$ cat config.mk
export PLATFORM = sky130hd
export DESIGN_NAME = pupil_centroid
export DESIGN_NICKNAME = d
export VERILOG_FILES = /design/src/rtl/eyetracker_pkg.sv /design/src/rtl/seq_udiv.sv /design/src/rtl/pupil_centroid.sv
export SDC_FILE = /design/constraint.sdc
export NUM_CORES = 1
export LEC_CHECK = 0
export CORE_ASPECT_RATIO = 0.9
export CORE_UTILIZATION = 66
export CTS_CLUSTER_SIZE = 28
export DETAILED_ROUTE_END_ITERATION = 10
export GPL_ROUTABILITY_DRIVEN = 0
export PLACE_DENSITY = 0.95
export SLEW_MARGIN = 40
export SYNTH_ARGS = -nofsm -noshare
export SYNTH_HDL_FRONTEND = slang
export SYNTH_SLANG_ARGS = --single-unit
$ cat constraint.sdc
create_clock -name CLK -period 23.8 [get_ports CLK]
set_clock_uncertainty 0.15 [all_clocks]
set_input_delay 4.76 -clock CLK [delete_from_list [all_inputs] [get_ports CLK]]
set_output_delay 4.76 -clock CLK [all_outputs]
set_load 0.1 [all_outputs]
$ cat src/rtl/eyetracker_pkg.sv
// Shared eyetracker definitions: centroid FSM state encoding and default frame geometry.
package eyetracker_pkg;

    localparam int PIX_HACT_DEF = 640;
    localparam int PIX_VACT_DEF = 480;

    localparam logic [2:0] ST_IDLE  = 3'd0;
    localparam logic [2:0] ST_ACCUM = 3'd1;
    localparam logic [2:0] ST_DIV_X = 3'd2;
    localparam logic [2:0] ST_DIV_Y = 3'd3;
    localparam logic [2:0] ST_DONE  = 3'd4;

    function automatic logic is_busy_state(input logic [2:0] state);
        return (state == ST_DIV_X) || (state == ST_DIV_Y) || (state == ST_DONE);
    endfunction

endpackage

$ cat src/rtl/seq_udiv.sv
// Restoring unsigned divider producing one quotient bit per cycle.
// The first bit is resolved on the iSTART edge, so oDONE pulses DIVIDEND_WIDTH cycles after iSTART.
module seq_udiv
    import eyetracker_pkg::*;
#(
    parameter int DIVIDEND_WIDTH = 29,
    parameter int DIVISOR_WIDTH  = 19,
    parameter int QUOTIENT_WIDTH = 10
) (
    input  logic                      CLK,
    input  logic                      RST,
    input  logic                      iSTART,
    input  logic [DIVIDEND_WIDTH-1:0] iDIVIDEND,
    input  logic [DIVISOR_WIDTH-1:0]  iDIVISOR,
    output logic [QUOTIENT_WIDTH-1:0] oQUOTIENT,
    output logic                      oDONE
);

    localparam int STEP_W = $clog2(DIVIDEND_WIDTH + 1);

    logic [DIVISOR_WIDTH-1:0]  rem_q, rem_d, src_rem;
    logic [DIVIDEND_WIDTH-1:0] quo_q, quo_d, src_quo;
    logic [DIVISOR_WIDTH-1:0]  div_q, div_d, src_div;
    logic [STEP_W-1:0]         steps_q, steps_d;
    logic                      run_q, run_d;
    logic                      done_q, done_d;
    logic [DIVISOR_WIDTH:0]    shifted, diff;

    always_comb begin
        src_rem = iSTART ? '0 : rem_q;
        src_quo = iSTART ? iDIVIDEND : quo_q;
        src_div = iSTART ? iDIVISOR : div_q;
        shifted = {src_rem, src_quo[DIVIDEND_WIDTH-1]};
        diff    = shifted - {1'b0, src_div};

        rem_d   = rem_q;
        quo_d   = quo_q;
        div_d   = div_q;
        steps_d = steps_q;
        run_d   = run_q;
        done_d  = 1'b0;

        if (iSTART || run_q) begin
            div_d = src_div;
            // Remainder stays below the divisor, so it always fits DIVISOR_WIDTH bits.
            if (!diff[DIVISOR_WIDTH]) begin
                rem_d = diff[DIVISOR_WIDTH-1:0];
                quo_d = {src_quo[DIVIDEND_WIDTH-2:0], 1'b1};
            end else begin
                rem_d = shifted[DIVISOR_WIDTH-1:0];
                quo_d = {src_quo[DIVIDEND_WIDTH-2:0], 1'b0};
            end
        end

        if (iSTART) begin
            steps_d = STEP_W'(DIVIDEND_WIDTH - 1);
            run_d   = 1'b1;
        end else if (run_q) begin
            steps_d = steps_q - 1'b1;
            if (steps_q == STEP_W'(1)) begin
                run_d  = 1'b0;
                done_d = 1'b1;
            end
        end
    end

    always_ff @(posedge CLK or posedge RST) begin
        if (RST) begin
            rem_q   <= '0;
            quo_q   <= '0;
            div_q   <= '0;
            steps_q <= '0;
            run_q   <= 1'b0;
            done_q  <= 1'b0;
        end else begin
            rem_q   <= rem_d;
            quo_q   <= quo_d;
            div_q   <= div_d;
            steps_q <= steps_d;
            run_q   <= run_d;
            done_q  <= done_d;
        end
    end

    assign oQUOTIENT = quo_q[QUOTIENT_WIDTH-1:0];
    assign oDONE     = done_q;

endmodule

$ cat src/rtl/pupil_centroid.sv
// Per-frame dark-pixel (pupil) centroid on a dual-tap camera stream, divided at frame end.
// Optional region-of-interest gating is compiled in with `define PUPIL_CENTROID_ROI_EN.
module pupil_centroid
    import eyetracker_pkg::*;
#(
    parameter int PIXEL_WIDTH = 8,
    parameter int ADDR_WIDTH  = 10,
    parameter int PIX_HACT    = PIX_HACT_DEF,
    parameter int PIX_VACT    = PIX_VACT_DEF,
    parameter int CNT_WIDTH   = 19,
    parameter int SUM_WIDTH   = 29
) (
    input  logic                   CLK,
    input  logic                   RST,
    input  logic                   iFVAL,
    input  logic                   iLVAL,
    input  logic                   iDVAL,
    input  logic [PIXEL_WIDTH-1:0] iDATA_L,
    input  logic [PIXEL_WIDTH-1:0] iDATA_R,
    input  logic [PIXEL_WIDTH-1:0] iTHRESHOLD,
`ifdef PUPIL_CENTROID_ROI_EN
    input  logic [ADDR_WIDTH-1:0]  iROI_X0,
    input  logic [ADDR_WIDTH-1:0]  iROI_X1,
    input  logic [ADDR_WIDTH-1:0]  iROI_Y0,
    input  logic [ADDR_WIDTH-1:0]  iROI_Y1,
`endif
    output logic [ADDR_WIDTH-1:0]  oPOINT_X,
    output logic [ADDR_WIDTH-1:0]  oPOINT_Y,
    output logic [CNT_WIDTH-1:0]   oPIX_COUNT,
    output logic                   oVALID,
    output logic                   oNO_TARGET,
    output logic                   oBUSY
);

    localparam logic [ADDR_WIDTH-1:0] HACT = ADDR_WIDTH'(PIX_HACT);
    localparam logic [ADDR_WIDTH-1:0] VACT = ADDR_WIDTH'(PIX_VACT);

    logic                   fval_r_q, fval_r_d, lval_r_q, lval_r_d, dval_r_q, dval_r_d;
    logic                   fval_p_q, fval_p_d, lval_p_q, lval_p_d;
    logic [PIXEL_WIDTH-1:0] data_l_q, data_l_d, data_r_q, data_r_d, thr_q, thr_d;
    logic                   fval_rise, fval_fall, lval_rise, lval_fall;

    logic [2:0]             state_q, state_d;
    logic                   frame_q, frame_d;
    logic [ADDR_WIDTH-1:0]  x_q, x_d, y_q, y_d, x_eff, x_odd, y_eff;
    logic [CNT_WIDTH-1:0]   count_q, count_d, lat_cnt_q, lat_cnt_d;
    logic [SUM_WIDTH-1:0]   sum_x_q, sum_x_d, sum_y_q, sum_y_d, lat_sum_y_q, lat_sum_y_d;
    logic [ADDR_WIDTH-1:0]  quo_x_q, quo_x_d;
    logic                   accum, dl, dr, roi_l, roi_r;

    logic [ADDR_WIDTH-1:0]  point_x_q, point_x_d, point_y_q, point_y_d;
    logic [CNT_WIDTH-1:0]   pix_count_q, pix_count_d;
    logic                   valid_q, valid_d, no_target_q, no_target_d;

    logic                   div_start, div_done;
    logic [SUM_WIDTH-1:0]   div_dividend;
    logic [CNT_WIDTH-1:0]   div_divisor;
    logic [ADDR_WIDTH-1:0]  div_quo;

`ifdef PUPIL_CENTROID_ROI_EN
    logic [ADDR_WIDTH-1:0]  roi_x0_q, roi_x0_d, roi_x1_q, roi_x1_d;
    logic [ADDR_WIDTH-1:0]  roi_y0_q, roi_y0_d, roi_y1_q, roi_y1_d;
`endif

    always_comb begin
        fval_r_d = iFVAL;
        lval_r_d = iLVAL;
        dval_r_d = iDVAL;
        data_l_d = iDATA_L;
        data_r_d = iDATA_R;
        thr_d    = iTHRESHOLD;
        fval_p_d = fval_r_q;
        lval_p_d = lval_r_q;
    end

    assign fval_rise = fval_r_q & ~fval_p_q;
    assign fval_fall = ~fval_r_q & fval_p_q;
    assign lval_rise = lval_r_q & ~lval_p_q;
    assign lval_fall = ~lval_r_q & lval_p_q;

    // Frame-start and line-start clears are folded into the same cycle's accumulation.
    always_comb begin
        x_eff = lval_rise ? '0 : x_q;
        x_odd = x_eff + 1'b1;
        y_eff = fval_rise ? '0 : y_q;
        accum = (frame_q | fval_rise) & fval_r_q & lval_r_q & dval_r_q;

`ifdef PUPIL_CENTROID_ROI_EN
        roi_x0_d = fval_rise ? iROI_X0 : roi_x0_q;
        roi_x1_d = fval_rise ? iROI_X1 : roi_x1_q;
        roi_y0_d = fval_rise ? iROI_Y0 : roi_y0_q;
        roi_y1_d = fval_rise ? iROI_Y1 : roi_y1_q;
        roi_l = (x_eff >= roi_x0_q) && (x_eff <= roi_x1_q) && (y_eff >= roi_y0_q) && (y_eff <= roi_y1_q);
        roi_r = (x_odd >= roi_x0_q) && (x_odd <= roi_x1_q) && (y_eff >= roi_y0_q) && (y_eff <= roi_y1_q);
`else
        roi_l = 1'b1;
        roi_r = 1'b1;
`endif

        dl = accum && (data_l_q < thr_q) && (x_eff < HACT) && (y_eff < VACT) && roi_l;
        dr = accum && (data_r_q < thr_q) && (x_odd < HACT) && (y_eff < VACT) && roi_r;

        count_d = (fval_rise ? '0 : count_q) + CNT_WIDTH'(dl) + CNT_WIDTH'(dr);
        sum_x_d = (fval_rise ? '0 : sum_x_q) + (dl ? SUM_WIDTH'(x_eff) : '0) + (dr ? SUM_WIDTH'(x_odd) : '0);
        sum_y_d = (fval_rise ? '0 : sum_y_q) + (dl ? SUM_WIDTH'(y_eff) : '0) + (dr ? SUM_WIDTH'(y_eff) : '0);

        // x parks at the line end so over-long lines cannot wrap back into the active area.
        x_d = x_eff;
        if (accum && (x_eff < HACT)) x_d = x_eff + ADDR_WIDTH'(2);
        y_d = y_eff;
        if (lval_fall && (y_eff < VACT)) y_d = y_eff + 1'b1;
    end

    always_comb begin
        state_d      = state_q;
        frame_d      = frame_q;
        lat_cnt_d    = lat_cnt_q;
        lat_sum_y_d  = lat_sum_y_q;
        quo_x_d      = quo_x_q;
        point_x_d    = point_x_q;
        point_y_d    = point_y_q;
        pix_count_d  = pix_count_q;
        valid_d      = 1'b0;
        no_target_d  = 1'b0;
        div_start    = 1'b0;
        div_dividend = sum_x_q;
        div_divisor  = count_q;

        if (fval_rise) begin
            frame_d = 1'b1;
            if (state_q == ST_IDLE) state_d = ST_ACCUM;
        end

        // A frame that ends while the divider is still busy is silently dropped.
        if (fval_fall) begin
            frame_d = 1'b0;
            if (state_q == ST_ACCUM) begin
                pix_count_d = count_q;
                if (count_q == '0) begin
                    no_target_d = 1'b1;
                    state_d     = ST_IDLE;
                end else begin
                    lat_cnt_d   = count_q;
                    lat_sum_y_d = sum_y_q;
                    div_start   = 1'b1;
                    state_d     = ST_DIV_X;
                end
            end
        end

        case (state_q)
            ST_DIV_X: if (div_done) begin
                quo_x_d      = div_quo;
                div_start    = 1'b1;
                div_dividend = lat_sum_y_q;
                div_divisor  = lat_cnt_q;
                state_d      = ST_DIV_Y;
            end
            ST_DIV_Y: if (div_done) state_d = ST_DONE;
            ST_DONE: begin
                point_x_d = quo_x_q;
                point_y_d = div_quo;
                valid_d   = 1'b1;
                state_d   = frame_d ? ST_ACCUM : ST_IDLE;
            end
            default: ;
        endcase
    end

    seq_udiv #(
        .DIVIDEND_WIDTH(SUM_WIDTH),
        .DIVISOR_WIDTH (CNT_WIDTH),
        .QUOTIENT_WIDTH(ADDR_WIDTH)
    ) u_div (
        .CLK      (CLK),
        .RST      (RST),
        .iSTART   (div_start),
        .iDIVIDEND(div_dividend),
        .iDIVISOR (div_divisor),
        .oQUOTIENT(div_quo),
        .oDONE    (div_done)
    );

    always_ff @(posedge CLK or posedge RST) begin
        if (RST) begin
            fval_r_q    <= 1'b0;
            lval_r_q    <= 1'b0;
            dval_r_q    <= 1'b0;
            fval_p_q    <= 1'b0;
            lval_p_q    <= 1'b0;
            data_l_q    <= '0;
            data_r_q    <= '0;
            thr_q       <= '0;
            state_q     <= ST_IDLE;
            frame_q     <= 1'b0;
            x_q         <= '0;
            y_q         <= '0;
            count_q     <= '0;
            sum_x_q     <= '0;
            sum_y_q     <= '0;
            lat_cnt_q   <= '0;
            lat_sum_y_q <= '0;
            quo_x_q     <= '0;
            point_x_q   <= '0;
            point_y_q   <= '0;
            pix_count_q <= '0;
            valid_q     <= 1'b0;
            no_target_q <= 1'b0;
`ifdef PUPIL_CENTROID_ROI_EN
            roi_x0_q    <= '0;
            roi_x1_q    <= '0;
            roi_y0_q    <= '0;
            roi_y1_q    <= '0;
`endif
        end else begin
            fval_r_q    <= fval_r_d;
            lval_r_q    <= lval_r_d;
            dval_r_q    <= dval_r_d;
            fval_p_q    <= fval_p_d;
            lval_p_q    <= lval_p_d;
            data_l_q    <= data_l_d;
            data_r_q    <= data_r_d;
            thr_q       <= thr_d;
            state_q     <= state_d;
            frame_q     <= frame_d;
            x_q         <= x_d;
            y_q         <= y_d;
            count_q     <= count_d;
            sum_x_q     <= sum_x_d;
            sum_y_q     <= sum_y_d;
            lat_cnt_q   <= lat_cnt_d;
            lat_sum_y_q <= lat_sum_y_d;
            quo_x_q     <= quo_x_d;
            point_x_q   <= point_x_d;
            point_y_q   <= point_y_d;
            pix_count_q <= pix_count_d;
            valid_q     <= valid_d;
            no_target_q <= no_target_d;
`ifdef PUPIL_CENTROID_ROI_EN
            roi_x0_q    <= roi_x0_d;
            roi_x1_q    <= roi_x1_d;
            roi_y0_q    <= roi_y0_d;
            roi_y1_q    <= roi_y1_d;
`endif
        end
    end

    assign oPOINT_X   = point_x_q;
    assign oPOINT_Y   = point_y_q;
    assign oPIX_COUNT = pix_count_q;
    assign oVALID     = valid_q;
    assign oNO_TARGET = no_target_q;
    assign oBUSY      = is_busy_state(state_q);

endmodule

# Yosys cells after proc, flatten, opt, wreduce, memory -nomap -nowiden
# Cells that the tools add are included.
[totals]
reg_bits = 303
word_cells = 128
inputBits = 29
out_inout_bits = 42
[classes]
add_sub_neg = 11
n_lt_le_gt_ge = 5
mux = 48
reduce_logical = 17
bitwise_logic = 13
eq_ne = 5
[op_table]
columns = ["cell", "n"]
rows = [
  ["29-bit two-way mux", 5],
  ["29-bit by 10-bit adder with 29-bit output", 4],
  ["19-bit two-way mux", 6],
  ["10-bit two-way mux", 8],
  ["19-bit by 1-bit adder with 19-bit output", 2],
  ["10-bit by 1-bit adder with 10-bit output (second input constant)", 2],
  ["10-bit < comparator (second input constant)", 2],
  ["20-bit by 19-bit subtractor with 20-bit output", 1],
  ["19-bit logical NOT", 1],
  ["1-bit two-way mux", 19],
  ["3-bit two-way mux", 6],
  ["8-bit < comparator", 2],
  ["10-bit by 2-bit adder with 10-bit output (second input constant)", 1],
  ["10-bit by 9-bit < comparator with 1-bit output (second input constant)", 1],
  ["5-bit two-way mux", 2],
  ["3-bit case mux with 3 select lines", 1],
  ["1-bit logical AND", 8],
  ["1-bit AND", 7],
  ["3-bit by 2-bit equality test with 1-bit output (second input constant)", 2],
  ["5-bit by 1-bit equality test with 1-bit output (second input constant)", 1],
  ["1-bit NOT", 5],
  ["5-bit by 1-bit subtractor with 5-bit output (second input constant)", 1],
  ["2-bit AND reduction", 2],
  ["3-bit by 1-bit equality test with 1-bit output (second input constant)", 1],
  ["7 further kinds", 9],
]

# Logic depth before layout (Yosys ltp)
[logic_depth]
depth_word = 12
mapped_depth = 26

# Modules after synthesis
# Synthesis repeated with hierarchy kept, for this count alone.
[unflattened]
hier_cells = 1528
hier_area_um2 = 16165.5
[by_module_without_submodules]
columns = ["module", "seq_area_each_um2", "cells_per_inst", "area_each_um2", "n_inst"]
rows = [
  ["pupil_centroid", 5730.5, 1078, 11682.5, 1],
  ["seq_udiv", 1851.8, 450, 4483.0, 1],
]

# Worst setup path after synthesis
# OpenSTA, ideal clock, no wires.
[synth_path]
path_type = "reg-to-output"
startpoint = "reg state_q[1]"
endpoint = "out oBUSY"
path_buffers = 2
t_required_ns = 18.890
t_arrival_ns = 1.917
path_slack_ns = 16.973
stages_incl_launch_ff = 5
path_cell_list = "dfrtp_1 > clkbuf_1 > nor3_1 > clkbuf_1 > a21o_1"
[synth_via]
elab_chain_len = 3
elab_cells_between_ends = 5
cone_classes = "eq/ne (3); reduce/logical (2)"
[synth_lines]
columns = ["item", "line", "rtl"]
rows = [
  ["start, declared", "pupil_centroid.sv:43", "logic [2:0] state_q, state_d;"],
  ["start signal, assigned", "pupil_centroid.sv:224", "state_q <= state_d;"],
  ["3-bit by 2-bit equality test with 1-bit output", "eyetracker_pkg.sv:14", "return (state == ST_DIV_X) || (state == ST_DIV_Y) || (state == ST_DONE);"],
  ["1-bit logical OR", "eyetracker_pkg.sv:14", ""],
  ["1-bit logical OR *", "eyetracker_pkg.sv:14", ""],
  ["end, declared", "pupil_centroid.sv:32", "output logic oBUSY"],
]
# Mark *: on every way between the ends. The rest lies on a longest branch, timed or not.

# Worst setup path in the final report
# Ends and elaborated chain as after synthesis.

==> key figures <==
Final layout
  – Layout net count: 1785
  – Final Instance Count excl. Fillers: 1991
  – Layout cell share with drive strength beyond 1: 0.09209
  – # diodes: 0
  – Filler cells: 1291
  – Design area: 17400 um2
  – Fin util: 0.7621
  – Synth-to-layout area growth: 11.59%

Critical path
  – CP max FO: 22
  – R2R cell count: 23
  – CP Capture Type: output pin
  – CP arrival: 2.12 ns
  – CP Class: reg -> out
  – FF-to-FF setup slack: 16.91 ns
  – CP Launch Type: register
  – Worst Path Required: 18.89 ns

Floorplan
  – Die width: 164.0 um
  – CORE AREA: 22840 um2
  – Die area: 24250 um2
  – Top Ports: 71
  – Die Y: 147.8 um
  – Initial Util: 0.6829
  – Rows: 52

STA
  – Final worst path period share: 0.2954
  – Slew of the pin with the lowest slew margin: 0.9022 ns
  – Fmax: 142.2 MHz
  – RSZ-0062 raised after global routing: no
  – Final setup TNS: 0 ns
  – Hold slack final: 0.3172 ns
  – Final Slew Violations: 0
  – Final min period: 7.032 ns
  – Max-slew headroom: 0.3971
  – Setup-failing EPs final: 0
  – Final Hold Viols: 0

Placement
  – Hpwl dp: 24080 um
  – # port buffers: 70
  – Placed insts: 1938
  – DP Area: 16320 um2

Clocking
  – CTS Sinks: 303
  – Postcts setup bufs: 0
  – Number of CTS-inserted buffers: 30
  – Clk buf depth: 3
  – Htree depth: 1
  – CTS tree: yes
  – CTS resizes: 0
  – Latest clock arrival within the worst-skew pair: 0.55 ns
  – # hold bufs at CTS: 0
  – CTS clk-pin slew, worst paths: 0.06 ns
  – Root Buffer: clkbuf_16

Worst hold path
  – Hold path depth: 2
  – Min-delay worst type: reg -> reg

Power and ir drop
  – Standby leakage power: 8.752 nW
  – PwrDens: 103.8 nW/um2
  – VDD IR max: 172.8 uV

Yosys
  – Post-synthesis adder-cell area fraction: 0.07766
  – Share of the synthesized area in the top cell type: 0.4862
  – Synth Flop Type: dfrtp_1
  – Top cells by area, synth: dfrtp_1, nand2_1, ha_1
  – #FFs+latches synth: 303
  – Simple-Gate Fraction of Synth Area: 0.1905
  – Mux cell area share after synthesis: 0.03466
  – Yosys warns: 0
  – Post-Synthesis Cells: 1630
  – Synth cell types: 71
  – Sequential-to-total area share from yosys stat: 0.4862
  – Async set-reset flop share out of synthesis: 1.000
  – Leading area contributor after synthesis: dfrtp_1
  – Post-synth EDFFs: 0
  – Post-synth net total: 1742
  – Synth Area in XOR/XNOR: 0.05624
  – Mapped Area: 15600 um2
  – Compound-Gate Fraction of Synth Area: 0.1188
  – Main combinational cell family by area after synthesis: simple AND/OR/NAND/NOR gates
  – Synthesized area per cell: 9.568 um2

Detailed routing
  – Drt first pass iters: 5
  – Wire length per cell: 19.08 um
  – Final WL: 37990 um
  – Antenna-violating nets left: 0
  – Via-to-Cell Ratio: 6.299
  – DRC: 0
  – Initial DRC Count: 1381
  – Vias: 12540

Global route
  – First-pass GRT wire length: 62710 um
  – Initial antenna violation count: 0
  – GRT Total Usage: 0.3256
  – Number of global-route vias before repair: 12790
  – Pin count of the biggest net entering global routing: 152
  – Total grt overflow: 0

Outcome
  – Outcome: finished clean

Flow run
  – Number of max-cap violations: 0
cell usage after synthesis (all sizes together) (24+ instances only):
| cell type | n |
|---|---|
| mux2 | 24 |
| and2 | 56 |
| nor2 | 114 |
| xor2 | 46 |
| dfrtp | 303 |
| clkbuf | 51 |
| nand3 | 38 |
| and3 | 25 |
| xnor2 | 52 |
| inv | 67 |
| ha | 60 |
| mux2i | 27 |
| nand2 | 354 |
| o21ai | 70 |
| a21oi | 82 |
per-stage QoR:
stage	worst slack, ns	total power, mW
detailed placement	16.98	1.281
global placement	16.52	1.252
finish	16.77	1.807
CTS	16.77	1.799
global route	16.35	1.896
floorplan	10.52	1.150
critical path, cell delays in order (launching register included):
cell	delay, ns
dfrtp_1	0.50
nor3_2	0.22
buf_4	0.31
a21o_1	0.12
buf_2	0.42
state kept, by name, indices dropped and copies added, names as in the netlist, 19 cells and up:
signal	flops
u_div.rem_q	19
count_q	19
sum_y_q	29
u_div.div_q	19
lat_sum_y_q	29
u_div.quo_q	29
oPIX_COUNT	19
lat_cnt_q	19
sum_x_q	29
per-layer routing:
layer,vias to the layer above,wire [um],global-route usage
met5,-,0,0
met4,0,1754,0.1532
met3,146,2838,0.04798
met2,678,18760,0.5498
met1,6106,14640,0.4142
li1,5611,-,-
cell families (layout without fill, tap and decap cells):
group,Yosys count,count (layout)
flip-flops,303,303
adder cells (fa/ha/maj),83,83
other,1,1
multiplexers,51,51
AND/OR/NAND/NOR,665,665
XOR/XNOR,98,98
AO/OA/AOI/OAI,288,288
buffers and inverters,141,205
power by group:
part           internal, mW  switching, mW
registers             0.595         0.0571
logic                 0.233          0.412
clock network         0.312          0.199
total                  1.14          0.668
layout by cell type, fill, tap and decap left out, types with 4 or more instances in the layout:
master	count
nor2b_1	7
clkinv_2	5
o21ai_1	14
and2_1	56
o21ai_0	56
bufinv_16	5
nand4_1	13
o2111ai_1	4
mux2i_1	27
nand3_1	38
o211ai_1	5
nor3_1	10
a31oi_1	11
clkdlybuf4s50_1	28
a21oi_1	80
a21boi_0	8
fa_1	23
a22oi_1	23
a21o_1	22
nor2_1	113
buf_2	42
nand2b_1	11
mux2_2	22
clkbuf_16	31
buf_4	13
a211oi_1	14
clkbuf_8	7
a22o_1	4
o21a_1	5
xor2_1	46
dfrtp_1	303
inv_1	65
nor4_1	7
ha_1	60
nand2_1	351
and3_1	25
a32oi_1	5
xnor2_1	51
or3_1	10
final cells by class:
cell class,count,area [um2],area share
clock buffer,41,883.3,0.05075
tap,297,371.6,0.02135
multi-input combinational,1186,7498,0.4308
clock inverter,12,190.2,0.01093
sequential,303,7582,0.4357
timing repair buffer,85,610.6,0.03508
inverter,67,267.8,0.01538
final timing paths:
check	from	endpoint
max	state_q[1]	oBUSY
min	sum_y_q[10]	lat_sum_y_q[10]
max reg2reg	lval_p_q	sum_y_q[25]
min reg2reg	sum_y_q[10]	lat_sum_y_q[10]
max in group asynchronous	RST	u_div.quo_q[8]
min in group asynchronous	RST	thr_q[3]
No activity file was read; power rests on OpenSTA's default activity.
